### src/rtl/can_arbitration_field.sv
// CAN arbitration field transmitter: serialises ID/SRR/IDE/RTR MSB-first and
// compares each sampled bus bit against the driven bit to detect loss or error.
module can_arbitration_field #(
  parameter int EXT_EN   = 1,
  parameter int CHECK_ID = 1
) (
  input  logic        clock,
  input  logic        reset_n,
  input  logic        enable,
  input  logic        sample_point,
  input  logic        Tx_request,
  input  logic        sof_complete,
  input  logic [28:0] identifier,
  input  logic        ide,
  input  logic        rtr,
  input  logic        rx_bit,
  output logic        bit_out,
  output logic [5:0]  bit_counter,
  output logic        arb_complete,
  output logic        arb_lost,
  output logic        bit_error,
  output logic        id_invalid
);

  typedef enum logic [2:0] {
    IDLE    = 3'd0,
    SEND    = 3'd1,
    DONE    = 3'd2,
    LOST    = 3'd3,
    ERROR   = 3'd4,
    INVALID = 3'd5
  } state_t;

  state_t      state_q;
  logic [31:0] shift_q;
  logic [5:0]  last_q;
  logic        bit_out_q;
  logic [5:0]  cnt_q;
  logic        complete_q;
  logic        lost_q;
  logic        error_q;
  logic        invalid_q;

  logic        is_ext_d;
  logic        id_bad_d;
  logic [31:0] frame_d;
  logic [5:0]  last_d;

  // Frame is left-aligned so the next bit to drive is always shift_q[31].
  always_comb begin
    is_ext_d = (EXT_EN != 0) && ide;
    id_bad_d = (CHECK_ID != 0) && !is_ext_d && (identifier[10:4] == 7'h7F);
    if (is_ext_d) begin
      frame_d = {identifier[28:18], 1'b1, 1'b1, identifier[17:0], rtr};
      last_d  = 6'd31;
    end else begin
      frame_d = {identifier[10:0], rtr, 1'b0, 19'd0};
      last_d  = 6'd12;
    end
  end

  always_ff @(posedge clock or negedge reset_n) begin
    if (!reset_n) begin
      state_q    <= IDLE;
      shift_q    <= '0;
      last_q     <= 6'd12;
      bit_out_q  <= 1'b1;
      cnt_q      <= '0;
      complete_q <= 1'b0;
      lost_q     <= 1'b0;
      error_q    <= 1'b0;
      invalid_q  <= 1'b0;
    end else if (enable) begin
      case (state_q)
        IDLE: begin
          if (Tx_request && sof_complete) begin
            if (id_bad_d) begin
              state_q   <= INVALID;
              invalid_q <= 1'b1;
            end else begin
              state_q   <= SEND;
              shift_q   <= {frame_d[30:0], 1'b0};
              last_q    <= last_d;
              bit_out_q <= frame_d[31];
              cnt_q     <= '0;
            end
          end
        end
        SEND: begin
          // Abort wins over a coincident sample point.
          if (!Tx_request) begin
            state_q   <= IDLE;
            bit_out_q <= 1'b1;
            cnt_q     <= '0;
          end else if (sample_point) begin
            if (rx_bit == bit_out_q) begin
              if (cnt_q == last_q) begin
                state_q    <= DONE;
                complete_q <= 1'b1;
                bit_out_q  <= 1'b1;
              end else begin
                cnt_q     <= cnt_q + 6'd1;
                bit_out_q <= shift_q[31];
                shift_q   <= {shift_q[30:0], 1'b0};
              end
            end else if (bit_out_q) begin
              state_q   <= LOST;
              lost_q    <= 1'b1;
              bit_out_q <= 1'b1;
            end else begin
              state_q   <= ERROR;
              error_q   <= 1'b1;
              bit_out_q <= 1'b1;
            end
          end
        end
        default: begin
          if (!Tx_request) begin
            state_q    <= IDLE;
            bit_out_q  <= 1'b1;
            cnt_q      <= '0;
            complete_q <= 1'b0;
            lost_q     <= 1'b0;
            error_q    <= 1'b0;
            invalid_q  <= 1'b0;
          end
        end
      endcase
    end
  end

  assign bit_out      = bit_out_q;
  assign bit_counter  = cnt_q;
  assign arb_complete = complete_q;
  assign arb_lost     = lost_q;
  assign bit_error    = error_q;
  assign id_invalid   = invalid_q;

endmodule

### config.mk
export PLATFORM = sky130hd
export DESIGN_NAME = can_arbitration_field
export DESIGN_NICKNAME = d
export VERILOG_FILES = /design/src/rtl/can_arbitration_field.sv
export SDC_FILE = /design/constraint.sdc
export NUM_CORES = 1
export LEC_CHECK = 0
export BUFFER_PORTS_ARGS = -buffer_cell sky130_fd_sc_hd__buf_2
export CORE_AREA = 2 2 82 84
export CTS_CLUSTER_DIAMETER = 40
export DETAILED_ROUTE_END_ITERATION = 12
export DIE_AREA = 0 0 84 86
export GPL_ROUTABILITY_DRIVEN = 0
export PLACE_DENSITY = 0.72
export SLEW_MARGIN = 20
export SYNTH_ARGS = -nofsm -noshare
export SYNTH_HDL_FRONTEND = slang
export SYNTH_SLANG_ARGS = --single-unit
### constraint.sdc
create_clock -name clock -period 4.05 [get_ports clock]
set_input_delay 0.81 -clock clock [delete_from_list [all_inputs] [get_ports clock]]
set_output_delay 0.81 -clock clock [all_outputs]
set_load 0.03 [all_outputs]
# --- After elaboration in Yosys (flattened, before gate mapping) ---
# Cells that the tools add are included.
classes:
  add_sub_neg: 1
  bitwise_logic: 3
  muxes: 53
  eq_ne: 22
  reduce_logical: 14
op_table:
  columns: ["operator", "n"]
  rows:
  - ["$mux W32", 7]
  - ["$pmux W32 S2", 1]
  - ["$mux W6", 7]
  - ["$reduce_and A7 Y1", 4]
  - ["$mux W3", 8]
  - ["$mux W1", 22]
  - ["$ne A2 B2 Y1 const B", 11]
  - ["$reduce_and A5 Y1", 3]
  - ["$pmux W6 S2", 1]
  - ["$pmux W1 S2", 5]
  - ["$ne A3 B3 Y1 const B", 3]
  - ["$reduce_and A8 Y1", 1]
  - ["$eq A7 B7 Y1 const B", 1]
  - ["$add A6 B1 Y6 const B", 1]
  - ["$eq A6 B6 Y1", 1]
  - ["$pmux W3 S2", 1]
  - ["$mux W5", 1]
  - ["$ne A2 B1 Y1 const B", 2]
  - ["$ne A4 B4 Y1 const B", 1]
  - ["$reduce_and A4 Y1", 1]
  - ["$eq A3 B1 Y1 const B", 1]
  - ["$logic_not A3 Y1", 1]
  - ["$ne A3 B1 Y1 const B", 1]
  - ["$not A1 Y1", 3]
  - ["other kinds (4)", 5]
word_totals:
  output_inout_bits: 11
  word_cells: 102
  regBits: 52
  input_bits: 38

# --- Logic depth before layout (Yosys ltp) ---
logic_depth:
  ltp_word: 6
  ltp_mapped: 8
  mapped_depth_nobuf: 6

# --- Worst setup path after synthesis ---
# OpenSTA, ideal clock, no wires.
synth_timing:
  path_type: "input -> register"
  from: "in rx_bit"
  to: "reg shift_q[10]"
  t_arrival_ps: 2469
  path_buffers: 2
  cell_stages: 8
  required_time_ps: 3925
  slack_ps: 1456
  setup_time_ps: 125
  cell_sequence: "inv_1 ha_1 clkbuf_1 inv_1 nor3_1 o2bb2ai_2 buf_6 mux2_4"
synth_via:
  elab_chain_len: 3
synth_lines:
  columns: ["element", "line_no", "text"]
  rows:
  - ["start: declaration", "16", "input logic rx_bit,"]
  - ["$eq A1 B1 Y1", "96", "if (rx_bit == bit_out_q) begin"]
  - ["$ne A2 B2 Y1 (no line)", null, null]
  - ["$reduce_and A8 Y1 (no line)", null, null]
  - ["end signal: assignment", "82", "shift_q <= {frame_d[30:0], 1'b0};"]
  - ["end signal: assignment", "104", "shift_q <= {shift_q[30:0], 1'b0};"]
  - ["end: declaration", "35", "logic [31:0] shift_q;"]
# No other way between the ends.
# A chain may end at the register's enable or synchronous reset.

# --- Worst setup path in the final report ---
layout_timing:
  from: "in rx_bit"
  to: "reg shift_q[29]"
# Same word-level chain as after synthesis.

==> flow_metrics.py <==
metrics = {
    "synth": {
        "ys_seq_elements": 46,
        "syn_area_per_cell_sq_um": 9.951,
        "synthFlopType": "dfrtp_1",
        "yosysSeqAreaShare": 0.4196,
        "syn_area_sq_um": 2746,
        "ys_warn_count": 0,
        "synthArstFlopShare": 1.000,
        "synth_edf_count": 0,
        "yosysTopAreaCellShare": 0.4100,
        "yosys-top-cells-area": "dfrtp_1 (41%), mux2_4 (16%), nand2_1 (8.2%)",
        "synth_cells": 276,
        "syn-num-nets": 318,
        "ys_types": 43,
        "synth_top_cell_by_area": "dfrtp_1",
    },
    "worst_setup_path": {
        "critPathMaxFanout": 23,
        "ff2ff_path_depth": 6,
        "cp.required_ns": 4.23,
        "rrSetupSlack_ns": 1.33,
        "critPathKind": "in -> reg",
        "r2r-start": "bit_out",
        "start_kind": "input port",
        "endpoint_kind": "flip-flop",
        "r2r-end": "shift_q[29]",
        "cp.arrival_ns": 3.15,
    },
    "clocking": {
        "cts_setup_buffers": 0,
        "cts_inserted_buffers": 5,
        "clkSinkCount": 46,
        "path_clk_slew_ns": 0.10,
        "cts_tree": "done",
        "h-tree-depth": 2,
        "cts_resized": 0,
        "hold_buffers": 0,
        "cts-root-buf": "clkbuf_8",
        "clk_latency_ns": 0.31,
        "cts_buffer_depth": 2,
    },
    "detailed_routing": {
        "routed_wl_microns": 5922,
        "dr.pass1.iters": 4,
        "drt.antenna.violating_nets": 0,
        "wl_per_cell_microns": 14.88,
        "num_vias": 2175,
        "drcViolationCount": 0,
        "first_iter_violations": 100,
        "viasPerCell": 5.465,
    },
    "global_route": {
        "overflow": 0,
        "grt_pass1_wl_microns": 10140,
        "grt_antenna_before_repair": 0,
        "grt_util_all_layers": 0.1732,
        "grt_pass1_vias": 2138,
        "grt_max_degree": 61,
    },
    "outcome": {
        "status": "completed",
    },
    "timing": {
        "finalSetupViolCount": 0,
        "skew_ns": 0.01410,
        "worstMarginPinSlew_ns": 0.9402,
        "period_share": 0.7332,
        "rsz0062_at_grt": "false",
        "hold_ws_ns": 0.4892,
        "drv_slew": 0,
        "fmax_mhz": 336.7,
        "slew_headroom": 0.3722,
        "tns_ns": 0,
        "hold_viol": 0,
        "period_minus_slack_ns": 2.970,
    },
    "floorplanning": {
        "die_w_microns": 84,
        "start_util": 0.4375,
        "die_area_sq_um": 7224,
        "io-pin-count": 49,
        "core_sq_um": 6277,
        "die_h_microns": 86,
        "num_rows": 29,
    },
    "power_and_ir_drop": {
        "ir_drop_mv": 0.3660,
        "switchingPower_w": 0.0006676,
        "p_sw_frac": 0.3547,
        "total_power_w": 0.001882,
        "power-per-cell-area_nw_per_um2": 594.4,
        "p_int_w": 0.001215,
        "clkPwrFrac": 0.185,
        "p_leak_nw": 1.490,
        "pwr-share-comb": 0.406,
        "seqPwrFrac": 0.409,
    },
    "placement": {
        "dp_hpwl_microns": 4129,
        "port_buffers": 48,
        "numPlacedInstances": 390,
    },
    "finish": {
        "area_growth_pct": 15.31,
        "drive_above_1_share": 0.3115,
        "finalNetCount": 362,
        "post-route-util": 0.5045,
        "stdcell_count": 398,
        "antennaDiodeCount": 0,
        "layout_common_cells": "nand2_1 (60), buf_2 (47), dfrtp_1 (45), o21ai_0 (32), mux2_4 (30)",
        "final_common_cell": "nand2_1",
    },
    "min_path": {
        "hold_class": "in -> async",
    },
    "flow_run": {
        "drv_cap": 0,
    },
}
[through the flow]
stage | setup WS (ns) | area (sq um)
2_1_floorplan | 1.456 | 2746
3_3_place_gp | 0.8984 | 3054
3_5_place_dp | 0.8255 | 3054
4_1_cts | 1.095 | 3164
5_1_grt | 0.9644 | 3167
6_report | 1.080 | 3167
[state kept, by name, indices dropped and copies added (netlist names)]
signal,count
bit_error,1
shift_q,31
id_invalid,1
arb_complete,1
last_q,1
bit_out,1
state_q,3
bit_counter,6
arb_lost,1
[worst max-delay path by stage]
| stage | start | endpoint | slack [ns] | cells past startpoint |
|---|---|---|---|---|
| floorplan | rx_bit | shift_q[10] | 1.46 | 8 |
| global placement | rx_bit | shift_q[28] | 0.90 | 8 |
| detailed placement | rx_bit | shift_q[29] | 0.83 | 8 |
| CTS | rx_bit | shift_q[29] | 1.10 | 8 |
| global route | rx_bit | shift_q[29] | 0.96 | 8 |
| finish | rx_bit | shift_q[29] | 1.08 | 8 |
[worst max-delay path, stage by stage]
cell and delay, ns:
buf_2 0.11, inv_1 0.04, ha_1 0.40, inv_1 0.12, nor3_1 0.56, o2bb2ai_4 0.48, buf_4 0.30, mux2_4 0.31
[power by group through the flow]
stage                     clock network (W)  logic, W  registers (W)
final                              0.000348  0.000764       0.000770
after floorplan                           0  0.000598       0.000766
after CTS                          0.000355  0.000768       0.000768
after global placement                    0  0.000746       0.000769
after detailed placement                  0  0.000772       0.000769
after global routing               0.000376  0.000852       0.000794
[layer usage]
layer | track usage | vias up | part of all wire
li1 | - | 1062 | -
met1 | 0.2456 | 1043 | 0.48
met2 | 0.2676 | 63 | 0.45
met3 | 0.03272 | 7 | 0.049
met4 | 0.05865 | 0 | 0.014
met5 | 0 | - | 0
[final cells by class]
cell class | instances | area, sq um
clock inverter | 2 | 37.54
clock buffer | 6 | 72.57
sequential | 46 | 1152
fill | 564 | 3110
inverter | 9 | 33.78
multi-input combinational | 205 | 1494
tap | 77 | 96.34
timing repair buffer | 53 | 280.3
[cell families (layout without fill, tap and decap cells)]
family	count (synthesis)	in the layout	synth area share
AOI/OAI and AO/OA	60	60	0.1326
adders and majority gates	4	4	0.01822
buffers and inverters	25	70	0.04282
DFF	46	46	0.4196
muxes	46	46	0.2241
and+or+nand+nor	95	95	0.1627
[synthesized netlist by cell type (all sizes together) (2+ instances only)]
cell	number
nand2	60
dfrtp	45
mux2	34
o21ai	32
clkbuf	12
mux2i	12
inv	9
nor2	8
o211ai	7
a21oi	6
a31oi	5
buf	4
ha	4
nand3	4
nand4	3
nor3	3
or4	3
a21boi	2
nor3b	2
Power figures use the tool's default switching activity.
